File: config.mk
export PLATFORM = sky130hd
export DESIGN_NAME = scalar_product_feeder_flat
export DESIGN_NICKNAME = d
export VERILOG_FILES = /design/src/rtl/scalar_product_feeder_if.sv /design/src/rtl/scalar_product_feeder.sv /design/src/flat_wrapper.sv
export SDC_FILE = /design/constraint.sdc
export NUM_CORES = 1
export LEC_CHECK = 0
export BUFFER_PORTS_ARGS = -buffer_cell sky130_fd_sc_hd__buf_4
export CORE_UTILIZATION = 35
export DETAILED_ROUTE_END_ITERATION = 10
export PLACE_DENSITY_LB_ADDON = 0.05
export SYNTH_ARGS = -nofsm -noshare
export SYNTH_HDL_FRONTEND = slang
export SYNTH_SLANG_ARGS = --single-unit
File: constraint.sdc
create_clock -name clk -period 6.1 [get_ports clk]
set_clock_uncertainty 0.2 [all_clocks]
set_input_delay 0 -clock clk [delete_from_list [all_inputs] [get_ports clk]]
set_output_delay 0 -clock clk [all_outputs]
set_load 0.01 [all_outputs]
File: src/rtl/scalar_product_feeder_if.sv
// Stream and MAC-side signal bundle for scalar_product_feeder.
// The master modport is the feeder's view; the slave modport is the source/MAC/sink view.
interface scalar_product_feeder_if #(
   parameter int Nbits = 4,
   parameter int Ndata = 4
);
   logic                     in_valid;
   logic [Nbits-1:0]         in_a;
   logic [Nbits-1:0]         in_b;
   logic                     in_ready;
   logic [Ndata*Nbits-1:0]   A;
   logic [Ndata*Nbits-1:0]   B;
   logic                     mac_reset;
   logic [2*Nbits-1:0]       mac_out;
   logic                     res_valid;
   logic [2*Nbits-1:0]       res_data;
   logic                     res_ready;

   modport master (
      input  in_valid, in_a, in_b, mac_out, res_ready,
      output in_ready, A, B, mac_reset, res_valid, res_data
   );

   modport slave (
      output in_valid, in_a, in_b, mac_out, res_ready,
      input  in_ready, A, B, mac_reset, res_valid, res_data
   );
endinterface

File: src/rtl/scalar_product_feeder.sv
// Packs serial operand pairs into the MAC's A/B vectors, runs the MAC for a
// fixed window, then holds the captured result on a valid/ready port.
module scalar_product_feeder #(
   parameter int Nbits     = 4,
   parameter int Ndata     = 4,
   parameter int MacCycles = Ndata + 2
) (
   input  logic clk,
   input  logic reset,
   scalar_product_feeder_if.master bus
);
   localparam int IW = (Ndata > 1) ? $clog2(Ndata) : 1;
   localparam int CW = (MacCycles > 1) ? $clog2(MacCycles) : 1;

   typedef enum logic [1:0] {LOAD, RUN, RESULT} state_t;

   state_t                 state;
   logic [IW-1:0]          idx;
   logic [CW-1:0]          cnt;
   logic [Ndata*Nbits-1:0] a_q;
   logic [Ndata*Nbits-1:0] b_q;
   logic [2*Nbits-1:0]     res_q;
   logic                   in_ready_q;
   logic                   mac_reset_q;
   logic                   res_valid_q;

   // Handshake outputs are registered alongside the state so no input reaches them combinationally.
   always_ff @(posedge clk or posedge reset) begin
      // NOTE: every register here uses <= so all reads within one edge see pre-edge values.
      if (reset) begin
         state       <= LOAD;
         idx         <= '0;
         cnt         <= '0;
         // NOTE: the operand vectors are plain flops, so clearing them on reset is cheap and keeps A/B defined for the MAC.
         a_q         <= '0;
         b_q         <= '0;
         res_q       <= '0;
         in_ready_q  <= 1'b1;
         mac_reset_q <= 1'b1;
         res_valid_q <= 1'b0;
      end else begin
         case (state)
            LOAD: begin
               if (bus.in_valid && in_ready_q) begin
                  a_q[int'(idx)*Nbits +: Nbits] <= bus.in_a;
                  b_q[int'(idx)*Nbits +: Nbits] <= bus.in_b;
                  if (idx == IW'(Ndata - 1)) begin
                     idx         <= '0;
                     cnt         <= '0;
                     state       <= RUN;
                     in_ready_q  <= 1'b0;
                     mac_reset_q <= 1'b0;
                  end else begin
                     idx <= idx + 1'b1;
                  end
               end
            end
            RUN: begin
               if (cnt == CW'(MacCycles - 1)) begin
                  res_q       <= bus.mac_out;
                  cnt         <= '0;
                  state       <= RESULT;
                  mac_reset_q <= 1'b1;
                  res_valid_q <= 1'b1;
               end else begin
                  cnt <= cnt + 1'b1;
               end
            end
            RESULT: begin
               if (bus.res_ready && res_valid_q) begin
                  state       <= LOAD;
                  res_valid_q <= 1'b0;
                  in_ready_q  <= 1'b1;
               end
            end
            default: begin
               state       <= LOAD;
               idx         <= '0;
               cnt         <= '0;
               in_ready_q  <= 1'b1;
               mac_reset_q <= 1'b1;
               res_valid_q <= 1'b0;
            end
         endcase
      end
   end

   assign bus.A         = a_q;
   assign bus.B         = b_q;
   assign bus.res_data  = res_q;
   assign bus.in_ready  = in_ready_q;
   assign bus.mac_reset = mac_reset_q;
   assign bus.res_valid = res_valid_q;
endmodule

File: src/flat_wrapper.sv
// flat-port wrapper written by rule: the top's interface ports become plain ports
module scalar_product_feeder_flat 
#(
   parameter int Nbits     = 4,
   parameter int Ndata     = 4,
   parameter int MacCycles = Ndata + 2
)
  (clk, reset, bus_in_valid, bus_in_a, bus_in_b, bus_mac_out, bus_res_ready, bus_in_ready, bus_A, bus_B, bus_mac_reset, bus_res_valid, bus_res_data);
  scalar_product_feeder_if #(.Nbits(Nbits), .Ndata(Ndata)) bus_i ();
  input  logic clk;
  input  logic reset;
  input wire logic [$bits(bus_i.in_valid)-1:0] bus_in_valid;
  input wire logic [$bits(bus_i.in_a)-1:0] bus_in_a;
  input wire logic [$bits(bus_i.in_b)-1:0] bus_in_b;
  input wire logic [$bits(bus_i.mac_out)-1:0] bus_mac_out;
  input wire logic [$bits(bus_i.res_ready)-1:0] bus_res_ready;
  output wire logic [$bits(bus_i.in_ready)-1:0] bus_in_ready;
  output wire logic [$bits(bus_i.A)-1:0] bus_A;
  output wire logic [$bits(bus_i.B)-1:0] bus_B;
  output wire logic [$bits(bus_i.mac_reset)-1:0] bus_mac_reset;
  output wire logic [$bits(bus_i.res_valid)-1:0] bus_res_valid;
  output wire logic [$bits(bus_i.res_data)-1:0] bus_res_data;
  assign bus_i.in_valid = bus_in_valid;
  assign bus_i.in_a = bus_in_a;
  assign bus_i.in_b = bus_in_b;
  assign bus_i.mac_out = bus_mac_out;
  assign bus_i.res_ready = bus_res_ready;
  assign bus_in_ready = bus_i.in_ready;
  assign bus_A = bus_i.A;
  assign bus_B = bus_i.B;
  assign bus_mac_reset = bus_i.mac_reset;
  assign bus_res_valid = bus_i.res_valid;
  assign bus_res_data = bus_i.res_data;
  scalar_product_feeder #(.Nbits(Nbits), .Ndata(Ndata), .MacCycles(MacCycles)) u_core (.clk(clk), .reset(reset), .bus(bus_i));
endmodule
=== Word level (Yosys, flattened, before mapping) ===
Cells that the tools add are included.

* Register bits after elaboration: 50
* Input bits: 20
* Output and inout port bits: 43
* Logic and storage cells: 61

* $add $sub $neg: 3
* Equality and inequality tests: 8
* Shift-type cells: 3
* Muxes and demuxes: 22
* Bitwise logic cells: 4
* Reduce and logical (&&, ||, !) cells: 12

{| class="wikitable"
|+ Operator list
! kind !! number
|-
| $shiftx 4x33->16 || 2
|-
| $neg 4->33 || 1
|-
| $shift 4x33->16 const A || 1
|-
| $bwmux 16 || 2
|-
| $mux 2 || 6
|-
| $reduce_and 4->1 || 3
|-
| $mux 3 || 3
|-
| $pmux 1 s3 || 3
|-
| $pmux 3 s3 || 1
|-
| $ne 2x1->1 const B || 4
|-
| $pmux 2 s3 || 1
|-
| $reduce_and 2->1 || 3
|-
| $reduce_and 3->1 || 2
|-
| $mux 1 || 5
|-
| $eq 2x2->1 const B || 2
|-
| $not 1->1 || 4
|-
| $pmux 2 s2 || 1
|-
| $add 3x1->3 const B || 1
|-
| $eq 3x3->1 const B || 1
|-
| $add 2x1->2 const B || 1
|-
| $eq 2x1->1 const B || 1
|-
| $logic_and 1x1->1 || 2
|-
| $logic_not 2->1 || 1
|-
| $reduce_or 2->1 || 1
|}

=== Depth between registers and ports, before layout ===
Gate-level depths: netlist (run 1).

* Depth in word-level cells: 4
* Depth in mapped cells: 7
* Depth with buffers taken out: 5

=== Least setup slack after synthesis (run 1) ===
OpenSTA, ideal clock, no wires.

* Kind: register to register
* Start point: reg u_core.idx[0]
* End point: reg u_core.a_q[4], in the netlist u_core.bus.A[4]
* Setup time: 0.067 ns
* Data arrival time: 1.633 ns
* Required time: 5.833 ns
* Setup slack: 4.200 ns
* Cell stages (with the launch flop): 6
* Buffers on the path: 0
* Clock period less this slack: 1.900 ns
* Cell sequence: dfrtp_1 > inv_2 > ha_1 > inv_1 > nor4b_4 > a22o_1

* Longest elaborated chain between the ends: 3
* Elaborated cells on any way between the ends: 4
* Those cells by class: add/sub (1); shift (2); mux (1)

{| class="wikitable"
|+ RTL lines
! element !! line !! source
|-
| from (decl) || scalar_product_feeder.sv:18 || <nowiki>logic [IW-1:0] idx;</nowiki>
|-
| from (signal assigned) || scalar_product_feeder.sv:54 || <nowiki>idx <= idx + 1'b1;</nowiki>
|-
| $neg 4->33 (*) || scalar_product_feeder.sv:45 || <nowiki>a_q[int'(idx)*Nbits +: Nbits] <= bus.in_a;</nowiki>
|-
| $shiftx 4x33->16 / $shift 4x33->16 (equally long branches) || scalar_product_feeder.sv:45 ||
|-
| $bwmux 16 (*) || scalar_product_feeder.sv:45 ||
|-
| to (signal, indexed assignment) || scalar_product_feeder.sv:45 ||
|-
| to (decl) || scalar_product_feeder.sv:20 || <nowiki>logic [Ndata*Nbits-1:0] a_q;</nowiki>
|}

Mark *: on every way between the ends. The rest lies on a longest branch, timed or not.
A chain may end at the register's enable or synchronous reset.

=== Worst setup path in the final report (run 1) ===
* Start point: reg u_core.idx[0]
* End point: reg u_core.b_q[4], in the netlist u_core.bus.B[4]

* Longest elaborated chain between the ends: 3
* Elaborated cells on any way between the ends: 4
* Those cells by class: add/sub (1); shift (2); mux (1)

{| class="wikitable"
|+ RTL lines
! element !! line !! source
|-
| $neg 4->33 (*) || scalar_product_feeder.sv:46 || <nowiki>b_q[int'(idx)*Nbits +: Nbits] <= bus.in_b;</nowiki>
|-
| $shiftx 4x33->16 / $shift 4x33->16 (equally long branches) || scalar_product_feeder.sv:46 ||
|-
| $bwmux 16 (*) || scalar_product_feeder.sv:46 ||
|-
| to (signal, indexed assignment) || scalar_product_feeder.sv:46 ||
|-
| to (decl) || scalar_product_feeder.sv:21 || <nowiki>logic [Ndata*Nbits-1:0] b_q;</nowiki>
|}

Marks and branches as above.

==> run metrics, run 1 <==
I/O pins=63; first-pass GRT wire length=around 8 mm; Antenna Diode Count=0; clk_lat worst skew=~300 ps; post-route ant nets=0; Yosys reg bits=50; final critical-path required period=roughly 2200 ps; end-of-flow core utilization=48.7%; synth warn=0; cell area power density=366 nW/um^2; post-synthesis cell count=around 210; worst hold stages=3; Port Buffers=between 60 and 70; worst endpoint required time=just over 6000 ps; DRT iter0 DRCs=between 70 and 80; RR Startpoint=u_core.idx[0]; clock root cell=clkbuf_8; Area after DPL=2800 um^2; grt ovf=0; final worst setup slack=approximately 3900 ps; cell family with most CP delay=flip-flops; multiplexer share of the synthesized area=5.76%; RR Endpoint=u_core.bus.B[4]; P&R area growth vs syn=34.7%; most frequent cells in the layout=buf_4 (62), nand2_1 (51), dfrtp_1 (48); compound-cell area share of the yosys netlist=between 10% and 20%; maximum clock rate=around 450 MHz; clock buffer depth=2; post-synthesis xor/xnor area fraction=0%; share of layout cells above drive strength 1=approximately 30%; initial antenna violation count=0; Worst path max stage delay=about 550 ps; commonest non-fill, non-tap cell in the layout=buf_4; CP Class=reg -> reg; Worst Setup End Kind=register; number of global-route vias before repair=1560; RePlAce Congestion=0.710; post-synth top area share=52.7%; Post-route DRC=0; routed len/inst=about 14 um; post-place setup slack=slightly below 4000 ps; number of H-tree levels=2; TritonCTS clock tree=yes; worst slew pin tran=between 1000 and 1500 ps; Pre-antenna DRT Iters=5; DP HPWL=approximately 3.6 mm; Final Cell Area=approximately 3000 um^2; total number of vias=~1.8k; Final Slew Violations=0; clock-pin slew on the worst setup and hold paths=approximately 90 ps; global-route usage over all layers=about 16%; Slowest cell on crit path=dfrtp_1; Nets=between 300 and 400; startpoint types=register; status=finished, final reports clean; Setup TNS=0 ps; core area=6310 um^2; RSZ-0062 raised after global routing=false; clock sink total=50; leakage dissipation=1.43 nW; Worst Hold End=u_core.bus.res_valid; final wirelength=around 5.2 mm; Syn Area/Cell=11.0 um^2; hold_sp=bus_res_ready; crit path DAT=~2200 ps; worst reg2reg setup slack=slightly below 4000 ps; Via-to-Cell Ratio=roughly 4.8; post-synthesis sequential area ratio=~55%; Post-CTS Setup Repair Bufs=0; Max Cap Violations=0; largest net degree at the start of global routing=51; worst vdd ir=around 190 uV; die width=82.7 um; Simple-Gate Fraction of Synth Area=around 16%; min-delay worst type=in -> reg; Period Utilization, post-route=36.1%; Synthesized Nets=approximately 240; die span in y=slightly above 80 um; CP Cell Sequence=inv_2 > ha_1 > inv_1 > nor4b_4 > a22o_1; Syn Std Cell Area=about 2300 um^2; Max-slew headroom=29.9%; largest family of logic cells by synthesized area=simple AND/OR/NAND/NOR gates; count of cell types in the netlist=32; count of final setup violators=0; CP Max Fanout=8; Die Area=between 6000 and 7000 um^2; top cells by area, synth=dfrtp_1 (53%), nand2_1 (8.4%), ha_1 (5.5%), mux2_2 (4.4%), nor4b_4 (3.1%); CP bufs+invs=2; largest area contributor in the netlist=dfrtp_1; Rows=29; final hold vios=0; post-CTS sizing=0; Initial Util=a little over a third; CTS buffer count=5; Synth Area in Adders=5.49%; R2R depth=5; total power=~1.1 mW
cell usage after synthesis:
library cell	number
mux2i_1	3
inv_2	1
nand2_1	51
nand3b_1	2
a221o_1	1
o2bb2ai_1	2
nor2b_1	2
nand4_4	1
a21boi_1	1
and4bb_1	1
clkbuf_1	4
o21ai_0	13
and4_1	2
nor2_1	1
mux2_2	9
a221oi_1	1
buf_2	3
o41ai_1	2
a22o_1	7
inv_1	9
ha_1	10
nand4_1	4
o32a_1	1
buf_4	2
a21oi_1	4
a211oi_1	4
o21ai_1	10
nand3_1	1
nor4b_4	3
o31ai_1	2
dfstp_2	2
dfrtp_1	48
worst register-to-register path: cells and delay by family, from the launching register on:
family,cells,cell delay [ps]
flops,1,550
buf+inv,2,270
compound gates,1,200
simple gates,1,470
fa+ha+maj,1,460
registers in the layout, indices dropped and copies added, names as in the netlist:
| name | flops |
|---|---|
| u_core.bus.res_valid | 1 |
| u_core.bus.mac_reset | 1 |
| u_core.bus.B | 16 |
| u_core.cnt | 3 |
| u_core.bus.in_ready | 1 |
| u_core.state | 2 |
| u_core.bus.res_data | 8 |
| u_core.idx | 2 |
| u_core.bus.A | 16 |
cell families after synthesis:
group	count (synthesis)
buffers and inverters	19
DFF	50
AOI/OAI and AO/OA	48
and+or+nand+nor	68
adders and majority gates	10
muxes	12
layout make-up:
type                    count  area (um^2)
repair buffers             80          646
clock inverters             2         12.5
fillers                   600         3240
clock buffers               6         82.6
inverters                  10         37.5
flip-flops and latches     50         1250
multi-input cells         138          945
well taps                  77         96.3
worst max-delay path by stage:
stage,start,to,slack (ps),cells past startpoint
after global routing,u_core.idx[0],u_core.bus.B[1],3690,5
final,u_core.idx[0],u_core.bus.B[4],3900,5
after CTS,u_core.idx[0],u_core.bus.B[3],3890,5
after global placement,u_core.idx[0],u_core.bus.B[2],3890,5
after detailed placement,u_core.idx[0],u_core.bus.A[1],3900,5
after floorplan,u_core.idx[0],u_core.bus.A[4],4200,5
per-stage QoR:
step                      cells  hold WS (ps)
after global routing        363          49.6
after global placement      337          33.0
after floorplan             207         -72.7
after detailed placement    337          38.3
after CTS                   363          24.7
final                       363          37.6
per-layer routing:
metal,GRT usage (%),wire (um)
met1,22.9,2600
met2,23.4,2290
met3,2.86,268
met4,5.52,25
met5,0,0
power by group:
group	switching [mW]	internal, mW	total [mW]
Clock	0.112	0.0914	0.203
Combinational	0.248	0.208	0.456
Sequential	0.0554	0.409	0.464
repair_timing:
| action | CTS | global route |
|---|---|---|
| endpoints found under the setup margin | 0 | 0 |
| hold buffers | 18 | 0 |
| endpoints found under the hold margin | 91 | 0 |
Note: power is estimated with default switching activity, not from simulation.
==> run 2, diff against run 1 <==
==> constraint.sdc (replaced) <==
create_clock -name clk -period 1.8 [get_ports clk]
set_clock_uncertainty 0.2 [all_clocks]
set_input_delay 0 -clock clk [delete_from_list [all_inputs] [get_ports clk]]
set_output_delay 0 -clock clk [all_outputs]
set_load 0.01 [all_outputs]
==> run 2 against run 1 <==
Against the previous run:
- via count grew 2.8%
- worst setup slack lost 3800 ps
- global-route usage grew 0.55 points
- routed wire length grew 1.9%
- register-to-register slack lost 3800 ps
- clock-buffer cell count grew 1
- sequential share of layout area shrank 2.6 points
- power grew to 3.7 times the previous value
- largest cell class unchanged
==> run metrics, run 2 (synthesis results as in run 1) <==
status=finished, final reports clean; core area=6310 um^2 (unchanged); I/O pins=63 (unchanged); Max-slew headroom=78.8% (+49 points); share of layout cells above drive strength 1=37.2% (+6.8 points); number of global-route vias before repair=1617 (+3.7%); Initial Util=36.1% (unchanged); DP HPWL=3.66 mm (+0.48%); die width=82.7 um (unchanged); count of final setup violators=0 (unchanged); Rows=29 (unchanged); total number of vias=1799 (+2.8%); Max Cap Violations=0 (unchanged); CP Class=reg -> reg; clock buffer depth=2 (unchanged); largest net degree at the start of global routing=51 (unchanged); clock sink total=50 (unchanged); CP Max Fanout=7 (-1); Worst Setup End Kind=register; min-delay worst type=in -> async; post-place setup slack=-10.7 ps (-3910 ps); TritonCTS clock tree=yes; final worst setup slack=68.1 ps (-3830 ps); worst vdd ir=602 uV (+220%); Pre-antenna DRT Iters=4 (-1); Filler Cells Inserted=599 (-0.17%); DRT iter0 DRCs=107 (+49%); leakage dissipation=1.53 nW (+6.6%); first-pass GRT wire length=8.25 mm (+4.5%); post-route ant nets=0 (unchanged); die span in y=82.7 um (unchanged); Nets=333 (+5.7%); final critical-path required period=1730 ps (-470 ps); worst endpoint required time=1840 ps (-4300 ps); Die Area=6840 um^2 (unchanged); initial antenna violation count=0 (unchanged); commonest non-fill, non-tap cell in the layout=buf_4; crit path DAT=1770 ps (-470 ps); clock-pin slew on the worst setup and hold paths=90 ps (about the same); Final Slew Violations=0 (unchanged); clock root cell=clkbuf_8; final wirelength=5.28 mm (+1.9%); startpoint types=register; global-route usage over all layers=16.3% (+0.55 points); CTS buffer count=5 (unchanged); Antenna Diode Count=0 (unchanged); grt ovf=0 (unchanged); Period Utilization, post-route=96.2% (+60 points); sequential cell area=1250 um^2 (about the same); number of H-tree levels=2 (unchanged); Port Buffers=62 (unchanged); clk_lat worst skew=290 ps (about the same); P&R area growth vs syn=44.0%; final hold vios=0 (unchanged); routed len/inst=13.9 um (-2.9%); cell area power density=1260 nW/um^2 (+250%); most frequent cells in the layout=buf_4 (77), nand2_1 (51), dfrtp_1 (47); RePlAce Congestion=0.777 (+9.3%); Post-route DRC=0 (unchanged); Via-to-Cell Ratio=4.72 (-2.1%); total power=4.15 mW (+270%); worst slew pin tran=317 ps (-733 ps); maximum clock rate=577 MHz (+27%); area of the multi-input gates=988 um^2 (+4.6%)
run 2: changes by cell type in the layout (fill, tap and decap cells not counted), moves of 2 or more:
cell / delta
o21ai_0: -4
ha_1: -4
ha_2: +3
buf_4: +15
o21ai_1: +4
clkbuf_1: +2
run 2: timing repair:
item                                    4_1_cts  5_1_grt
endpoints found under the setup margin        3       36
hold endpoints to repair                     93        1
buffers inserted                              0        1
hold buffers                                 18        1
gates resized for setup                       1       15
run 2: through the flow:
step | TNS (ps) | cells | utilization (%) | instance area [um^2] | hold slack (ps)
floorplan | 0 | 207 | - | 2290 | -72.7
finish | 0 | 381 | 52.0 | 3290 | 99.9
global route | -5.17 | 381 | 52.0 | 3290 | 118
global placement | 0 | 353 | 46.6 | 2940 | -120
detailed placement | -20.1 | 353 | 46.6 | 2940 | -120
CTS | 0 | 379 | 51.2 | 3230 | 7.97
run 2: final timing paths:
kind / from / end / slack (ps) / cells past startpoint
worst max-delay path: u_core.idx[0] / u_core.bus.A[5] / 70 / 6
worst min-delay path: reset / u_core.bus.B[7] / 100 / 4
worst max register to register: u_core.idx[0] / u_core.bus.A[5] / 70 / 6
worst min register to register: u_core.bus.mac_reset / u_core.bus.mac_reset / 280 / 2
max in group asynchronous: reset / u_core.bus.mac_reset / 1020 / 4
min in group clk: u_core.bus.mac_reset / u_core.bus.mac_reset / 280 / 2
run 2: critical path, cell delays in order (launching register included):
cell and delay [ps]:
dfrtp_2 440, inv_4 60, ha_4 300, inv_1 80
nor4b_4 260, buf_4 190, a22o_1 130
run 2: cell type report:
type                            count  share of cell area (%)
Sequential cell                    50                    38.2
Clock inverter                      1                   0.914
Tap cell                           77                    2.93
Multi-Input combinational cell    138                    30.1
Clock buffer                        7                    2.32
Inverter                           10                    1.22
Timing Repair Buffer               98                    24.3
run 2: per-layer routing:
metal / vias up / wire (um) / global-route usage (%) / part of all wire, %
li1: 917 / - / - / -
met1: 827 / 2730 / 25.1 / 52
met2: 50 / 2240 / 22.5 / 42
met3: 5 / 270 / 3.52 / 5.1
met4: 0 / 46 / 4.66 / 0.87
met5: - / 0 / 0 / 0
run 2: where the power goes:
part / internal, mW / switching (mW) / leakage, nW
clock: 0.416 / 0.353 / 0.0524
combinational: 0.912 / 0.928 / 0.821
sequential: 1.39 / 0.159 / 0.654
